## src/rtl/fetch_queue_unit.sv

```systemverilog
// fetch_queue_unit
//   Instruction-fetch stage. It generates sequential PCs, issues
//   valid/ready requests to instruction memory while enough credit remains,
//   and buffers the returned words with their PCs in a DEPTH-entry queue
//   that feeds Decode. A redirect reloads the PC, flushes the queue and
//   marks every still-outstanding response as stale so it is discarded on
//   arrival.
//   Build macro FETCH_ALIGN_CHECK_EN: a redirect to a target that is not
//   word aligned halts fetch and raises fetch_fault until an aligned
//   redirect arrives. Without the macro the low two target bits are ignored,
//   fetch_fault is tied low and fetch never halts.
module fetch_queue_unit #(
    parameter int unsigned     XLEN     = 32,
    parameter logic [XLEN-1:0] RESET_PC = '0,
    parameter int unsigned     DEPTH    = 4,
    parameter int unsigned     MAX_OUT  = 2
) (
    input  logic            clk,
    input  logic            rst,
    input  logic            redirect,
    input  logic [XLEN-1:0] redirect_pc,
    output logic            imem_req_valid,
    input  logic            imem_req_ready,
    output logic [XLEN-1:0] imem_req_addr,
    input  logic            imem_rsp_valid,
    input  logic [31:0]     imem_rsp_data,
    output logic            ins_valid,
    input  logic            ins_ready,
    output logic [31:0]     ins_data,
    output logic [XLEN-1:0] ins_pc,
    output logic            fetch_fault
);

    localparam int unsigned PW = (DEPTH > 1) ? $clog2(DEPTH) : 1;
    localparam int unsigned CW = $clog2(DEPTH + 1);
    localparam int unsigned IW = $clog2(MAX_OUT + 1);

    localparam logic [CW:0]   DEPTH_W   = (CW + 1)'(DEPTH);
    localparam logic [CW-1:0] CNT_FULL  = CW'(DEPTH);
    localparam logic [IW-1:0] MAX_OUT_W = IW'(MAX_OUT);

    // Fetch and response PCs
    logic [XLEN-1:0] r_pc;
    logic [XLEN-1:0] r_rsp_pc;

    // Queue storage and bookkeeping
    logic [31:0]     r_q_data [DEPTH];
    logic [XLEN-1:0] r_q_pc   [DEPTH];
    logic [PW-1:0]   r_wr_ptr;
    logic [PW-1:0]   r_rd_ptr;
    logic [CW-1:0]   r_count;

    // Outstanding requests and how many of them are stale
    logic [IW-1:0]   r_inflight;
    logic [IW-1:0]   r_drop;

    logic [XLEN-1:0] w_target;
    logic            w_run;
    logic [CW:0]     w_occupancy;
    logic            w_req_fire;
    logic            w_push;
    logic            w_pop;
    logic            w_empty;

`ifdef FETCH_ALIGN_CHECK_EN
    typedef enum logic [0:0] {
        ST_RUN  = 1'b0,
        ST_HALT = 1'b1
    } state_t;

    state_t r_state;
    logic   r_fault;
    logic   w_misaligned;

    assign w_target     = redirect_pc;
    assign w_misaligned = |redirect_pc[1:0];
    assign w_run        = (r_state == ST_RUN);
    assign fetch_fault  = r_fault;

    // Halt on a misaligned redirect; only an aligned redirect resumes.
    always_ff @(posedge clk or negedge rst) begin
        if (!rst) begin
            r_state <= ST_RUN;
            r_fault <= 1'b0;
        end else if (redirect) begin
            if (w_misaligned) begin
                r_state <= ST_HALT;
                r_fault <= 1'b1;
            end else begin
                r_state <= ST_RUN;
                r_fault <= 1'b0;
            end
        end
    end
`else
    assign w_target    = redirect_pc & ~XLEN'(3);
    assign w_run       = 1'b1;
    assign fetch_fault = 1'b0;
`endif

    // A slot is reserved for every outstanding request, so a response can
    // never land in a full queue. Valid is held low while reset is asserted.
    assign w_occupancy    = (CW + 1)'(r_count) + (CW + 1)'(r_inflight);
    assign imem_req_valid = rst & w_run & ~redirect
                          & (w_occupancy < DEPTH_W)
                          & (r_inflight < MAX_OUT_W);
    assign imem_req_addr  = r_pc;
    assign w_req_fire     = imem_req_valid & imem_req_ready;

    assign w_push  = imem_rsp_valid & ~redirect & w_run & (r_drop == '0);
    assign w_empty = (r_count == '0);
    assign w_pop   = ins_valid & ins_ready;

    assign ins_valid = ~w_empty & ~redirect & w_run;
    assign ins_data  = w_empty ? '0 : r_q_data[r_rd_ptr];
    assign ins_pc    = w_empty ? '0 : r_q_pc[r_rd_ptr];

    // Write a returned word and its PC into the tail slot.
    // NOTE: queue storage is deliberately not reset; r_count decides which
    // slots hold data, and the head outputs are masked while empty.
    always_ff @(posedge clk) begin
        if (w_push) begin
            r_q_data[r_wr_ptr] <= imem_rsp_data;
            r_q_pc[r_wr_ptr]   <= r_rsp_pc;
        end
    end

    // PCs, queue pointers, occupancy and request/stale-response credits.
    always_ff @(posedge clk or negedge rst) begin
        if (!rst) begin
            r_pc       <= RESET_PC;
            r_rsp_pc   <= RESET_PC;
            r_wr_ptr   <= '0;
            r_rd_ptr   <= '0;
            r_count    <= '0;
            r_inflight <= '0;
            r_drop     <= '0;
        end else begin
            case ({w_req_fire, imem_rsp_valid})
                2'b10:   r_inflight <= r_inflight + IW'(1);
                2'b01:   r_inflight <= r_inflight - IW'(1);
                default: ;
            endcase

            if (redirect) begin
                // Everything still outstanding is stale, including a
                // response that arrives in this very cycle.
                r_pc     <= w_target;
                r_rsp_pc <= w_target;
                r_wr_ptr <= '0;
                r_rd_ptr <= '0;
                r_count  <= '0;
                r_drop   <= r_inflight - IW'(imem_rsp_valid);
            end else begin
                if (w_req_fire) begin
                    r_pc <= r_pc + XLEN'(4);
                end
                if (imem_rsp_valid && (r_drop != '0)) begin
                    r_drop <= r_drop - IW'(1);
                end
                if (w_push) begin
                    r_rsp_pc <= r_rsp_pc + XLEN'(4);
                    r_wr_ptr <= r_wr_ptr + PW'(1);
                end
                if (w_pop) begin
                    r_rd_ptr <= r_rd_ptr + PW'(1);
                end
                case ({w_push, w_pop})
                    2'b10:   r_count <= r_count + CW'(1);
                    2'b01:   r_count <= r_count - CW'(1);
                    default: ;
                endcase
            end
        end
    end

    // Credit accounting must never deliver a response into a full queue.
    a_no_overflow: assert property (@(posedge clk) disable iff (!rst)
        !(w_push && (r_count == CNT_FULL)));

endmodule

```

## config.mk

```make
export PLATFORM = sky130hd
export DESIGN_NAME = fetch_queue_unit
export DESIGN_NICKNAME = d
export VERILOG_FILES = /design/src/rtl/fetch_queue_unit.sv
export SDC_FILE = /design/constraint.sdc
export NUM_CORES = 1
export LEC_CHECK = 0
export ABC_CLOCK_PERIOD_IN_PS = 4550
export CAP_MARGIN = 15
export CORE_ASPECT_RATIO = 1.5
export CORE_MARGIN = 5
export CORE_UTILIZATION = 45
export CTS_CLUSTER_DIAMETER = 100
export CTS_CLUSTER_SIZE = 12
export DETAILED_ROUTE_END_ITERATION = 8
export PLACE_DENSITY_LB_ADDON = 0.1
export SLEW_MARGIN = 0
export SYNTH_ARGS = -nofsm -noshare
export SYNTH_HDL_FRONTEND = slang
export SYNTH_SLANG_ARGS = --single-unit
```

## constraint.sdc

```tcl
create_clock -name clk -period 4.55 [get_ports clk]
set_input_delay 0.91 -clock clk [delete_from_list [all_inputs] [get_ports clk]]
set_output_delay 0.91 -clock clk [all_outputs]
set_load 0.02 [all_outputs]
```

==> reports/qor.tcl <==
set qor(wl_um) 28500
set qor(max_slew_violation_count) 0
set qor(hold_path_class) {input port to async pin}
set qor(first_global_vias) 8192
set qor(number_of_enable_flip_flop_cells_after_synthesis) 248
set qor(max_stage_delay_ps) 700
set qor(fraction_of_synthesized_cell_area_in_xor_and_xnor_cells_pct) 3.81
set qor(power.switching_fraction_pct) 30.7
set qor(worstSetupStartpointType) {flip-flop}
set qor(p_seq_share_pct) 41.5
set qor(post-route-min-period_ps) 3800
set qor(synth_seq_area_share_pct) 68.0
set qor(syn_avg_cell_area_um2) 16.5
set qor(critPathBufInv) 2
set qor(placed_cells_incl_taps) 1362
set qor(worstPathCellList) {buf_4, mux4_2, nor2b_1, clkdlybuf4s50_1}
set qor(cp_slowest_cell) {sky130_fd_sc_hd__dfrtp_4}
set qor(report.final.hold_viol_count) 0
set qor(floorplan.io_pins) 169
set qor(switching_power_mw) 2.65
set qor(place.port_buffers) 161
set qor(layout-drive-gt1-share_pct) 15.9
set qor(clock-skew-final_ps) 10.3
set qor(ctsResizeCount) 0
set qor(synth_flop_cell) {sky130_fd_sc_hd__edfxtp_1}
set qor(gpl.final_weighted_congestion) 0.844
set qor(synth_simple_gate_area_share_pct) 10.4
set qor(worst-r2r-setup-slack_ps) 1950
set qor(grt_antenna_before_repair) 0
set qor(synth_top_family_by_area) {multiplexers}
set qor(synthCells) 824
set qor(synth-seq-cells) 319
set qor(p_per_area_nw_per_um2) 520
set qor(detailed_place_hpwl_um) 18300
set qor(setup_violations) 0
set qor(maxClockFrequency_mhz) 263
set qor(worstSetupPathType) {flip-flop to primary output}
set qor(worstPathMaxFanout) 20
set qor(wl_per_cell_um) 20.1
set qor(netlist_area_before_placement_um2) 13600
set qor(clock_power_share_pct) 26.3
set qor(cts_hold_buf) 0
set qor(violation_count_after_the_first_detailed_routing_iteration) 502
set qor(final.period_utilization_pct) 83.4
set qor(clockRootBuffer) {sky130_fd_sc_hd__clkbuf_16}
set qor(crit_path_end_kind) {primary output}
set qor(insertion_delay_ps) 540
set qor(max-vdd-ir-drop_uv) 244
set qor(setup_tns_ps) 0
set qor(track_usage_pct) 17.1
set qor(run_status) {complete, no violations}
set qor(layout_common_cells) {sky130_fd_sc_hd__edfxtp_1, sky130_fd_sc_hd__clkdlybuf4s50_1, sky130_fd_sc_hd__dfrtp_1, sky130_fd_sc_hd__mux4_2, sky130_fd_sc_hd__nor2b_1}
set qor(initial_util_pct) 45.8
set qor(detail_route.first_pass.iterations) 5
set qor(timing.slew.headroom_pct) 49.3
set qor(die_x_um) 152
set qor(numCtsBuffers) 30
set qor(number_of_warnings_reported_in_the_yosys_synthesis_log) 0
set qor(grt_pass1_wl_um) 45300
set qor(num-fill-cells) 2429
set qor(async_flop_share_pct) 22.3
set qor(grt_max_degree) 63
set qor(post_cts_buffers) 0
set qor(dp_slack_ps) 918
set qor(worstPathRequired_ps) 3640
set qor(worst_path_dominant_cell_family) {buffers and inverters}
set qor(internal-power_mw) 5.99
set qor(max_cap_viol_count) 0
set qor(drc_errors) 0
set qor(pwr-share-comb_pct) 32.2
set qor(numClockSinks) 319
set qor(tritoncts) {built}
set qor(layout.nets) 1080
set qor(worst_slew_pin_slew_ps) 761
set qor(clk_pin_slew_ps) 60
set qor(fin_ws_ps) 753
set qor(placedInstanceArea_um2) 15700
set qor(synth_cell_types) 51
set qor(num_antenna_cells) 0
set qor(antenna_viol_nets_final) 0
set qor(seq_area_um2) 9230
set qor(areaGrowthSynthToFinish_pct) 22.4
set qor(dieHeight_um) 223
set qor(multi_input_logic_area_um2) 4130
set qor(finalNonFillerCells) 1417
set qor(clock_path_buffers) 3
set qor(maximum_level_of_the_cts_h_tree) 1
set qor(most_common_cell_after_layout_fill_and_taps_aside) {sky130_fd_sc_hd__edfxtp_1}
set qor(worst-endpoint-arrival_ps) 2890
set qor(rows) 77
set qor(finish.instance_area_um2) 16600
set qor(synth_mux_area_share_pct) 12.8
set qor(core_um2) 29600
set qor(yosys.area_share.adder_pct) 1.07
set qor(p_leak_nw) 5.45
set qor(gr-total-overflow) 0
set qor(design.die.area_um2) 33800
set qor(via_per_inst) 5.33
set qor(unrepaired_setup_endpoints_after_global_routing) {no}
set qor(vias_post_dr) 7547
set qor(fraction_of_the_mapped_netlist_area_in_compound_gates_pct) 2.19
==> final timing paths <==
path,startpoint,endpoint,depth (start not counted)
setup reg to reg,r_count[1],imem_req_addr[25],7
setup / recovery,r_rd_ptr[0],ins_pc[18],4
min in group clk,r_inflight[0],r_inflight[0],1
hold reg to reg,r_inflight[0],r_inflight[0],1
hold / removal,rst,imem_req_addr[18],1
max in group asynchronous,rst,r_rd_ptr[0],2
==> flip-flops by register name (all words and copies together) (netlist names) <==
register	count
r_rsp_pc	30
r_inflight	2
r_q_pc	120
r_q_data	128
r_count	3
r_rd_ptr	2
imem_req_addr	30
r_drop	2
r_wr_ptr	2
==> power groups by stage <==
| stage | logic (mW) | clock network [mW] | registers [mW] |
|---|---|---|---|
| 6_report | 2.78 | 2.27 | 3.58 |
| 5_1_grt | 3.00 | 2.47 | 3.61 |
| 4_1_cts | 2.86 | 2.35 | 3.58 |
| 3_5_place_dp | 2.85 | 0 | 3.64 |
| 3_3_place_gp | 2.83 | 0 | 3.64 |
| 2_1_floorplan | 1.68 | 0 | 3.56 |
==> cells in the mapped netlist, types with 3 or more instances <==
library cell               instances  area share [%]
sky130_fd_sc_hd__nor3_1            6            0.22
sky130_fd_sc_hd__a41oi_1           3            0.19
sky130_fd_sc_hd__and4_1            5            0.32
sky130_fd_sc_hd__buf_2            10            0.37
sky130_fd_sc_hd__or3_1             3            0.14
sky130_fd_sc_hd__nor4_1            6            0.28
sky130_fd_sc_hd__xnor2_1          38             2.5
sky130_fd_sc_hd__nor2b_1          62             2.9
sky130_fd_sc_hd__nand3_1          29             1.1
sky130_fd_sc_hd__nand4_1          29             1.3
sky130_fd_sc_hd__mux2_2           29             2.4
sky130_fd_sc_hd__buf_1             5            0.14
sky130_fd_sc_hd__inv_1             9            0.25
sky130_fd_sc_hd__and2_1            6            0.28
sky130_fd_sc_hd__o211ai_1          4            0.22
sky130_fd_sc_hd__and3_1           13            0.60
sky130_fd_sc_hd__dfrtp_1          71              13
sky130_fd_sc_hd__buf_4             5            0.28
sky130_fd_sc_hd__a21boi_0          7            0.39
sky130_fd_sc_hd__mux4_2           62              10
sky130_fd_sc_hd__ha_1             10            0.92
sky130_fd_sc_hd__xor2_1           21             1.4
sky130_fd_sc_hd__edfxtp_1        248              55
sky130_fd_sc_hd__nor2_1           24            0.66
sky130_fd_sc_hd__nand2_1          44             1.2
sky130_fd_sc_hd__a21oi_1          10            0.37
sky130_fd_sc_hd__o21ai_0           8            0.30
sky130_fd_sc_hd__clkbuf_1         22            0.61
sky130_fd_sc_hd__nand2b_1          6            0.28
==> logic make-up after synthesis <==
group	after synthesis
DFF	319
and+or+nand+nor	245
muxes	92
xor gates and xnor gates	59
buffers and inverters	52
AOI/OAI and AO/OA	45
adders and majority gates	11
other	1
==> metrics by stage <==
step           power, mW  util [%]  hold slack, ps
3_5_place_dp        6.50      53.2             546
6_report            8.63      56.1             302
5_1_grt             9.08      56.1             295
3_3_place_gp        6.47      53.2             534
2_1_floorplan       5.24         -             495
4_1_cts             8.80      56.1             287
==> per-layer routing <==
metal | vias to the layer above | part of all wire, % | GRT usage, %
met2 | 185 | 52 | 29.9
met3 | 40 | 5.0 | 2.47
met1 | 3805 | 41 | 22.3
met4 | 0 | 2.0 | 4.32
li1 | 3517 | - | -
met5 | - | 0 | 0
==> layout make-up <==
type | count | area share [%]
multi-input combinational | 457 | 24.9
timing repair buffer | 181 | 11.0
clock inverter | 1 | 0.0452
inverter | 10 | 0.226
sequential | 319 | 55.6
clock buffer | 54 | 5.20
tap | 395 | 2.98
Note: power is estimated with default switching activity, not from simulation.
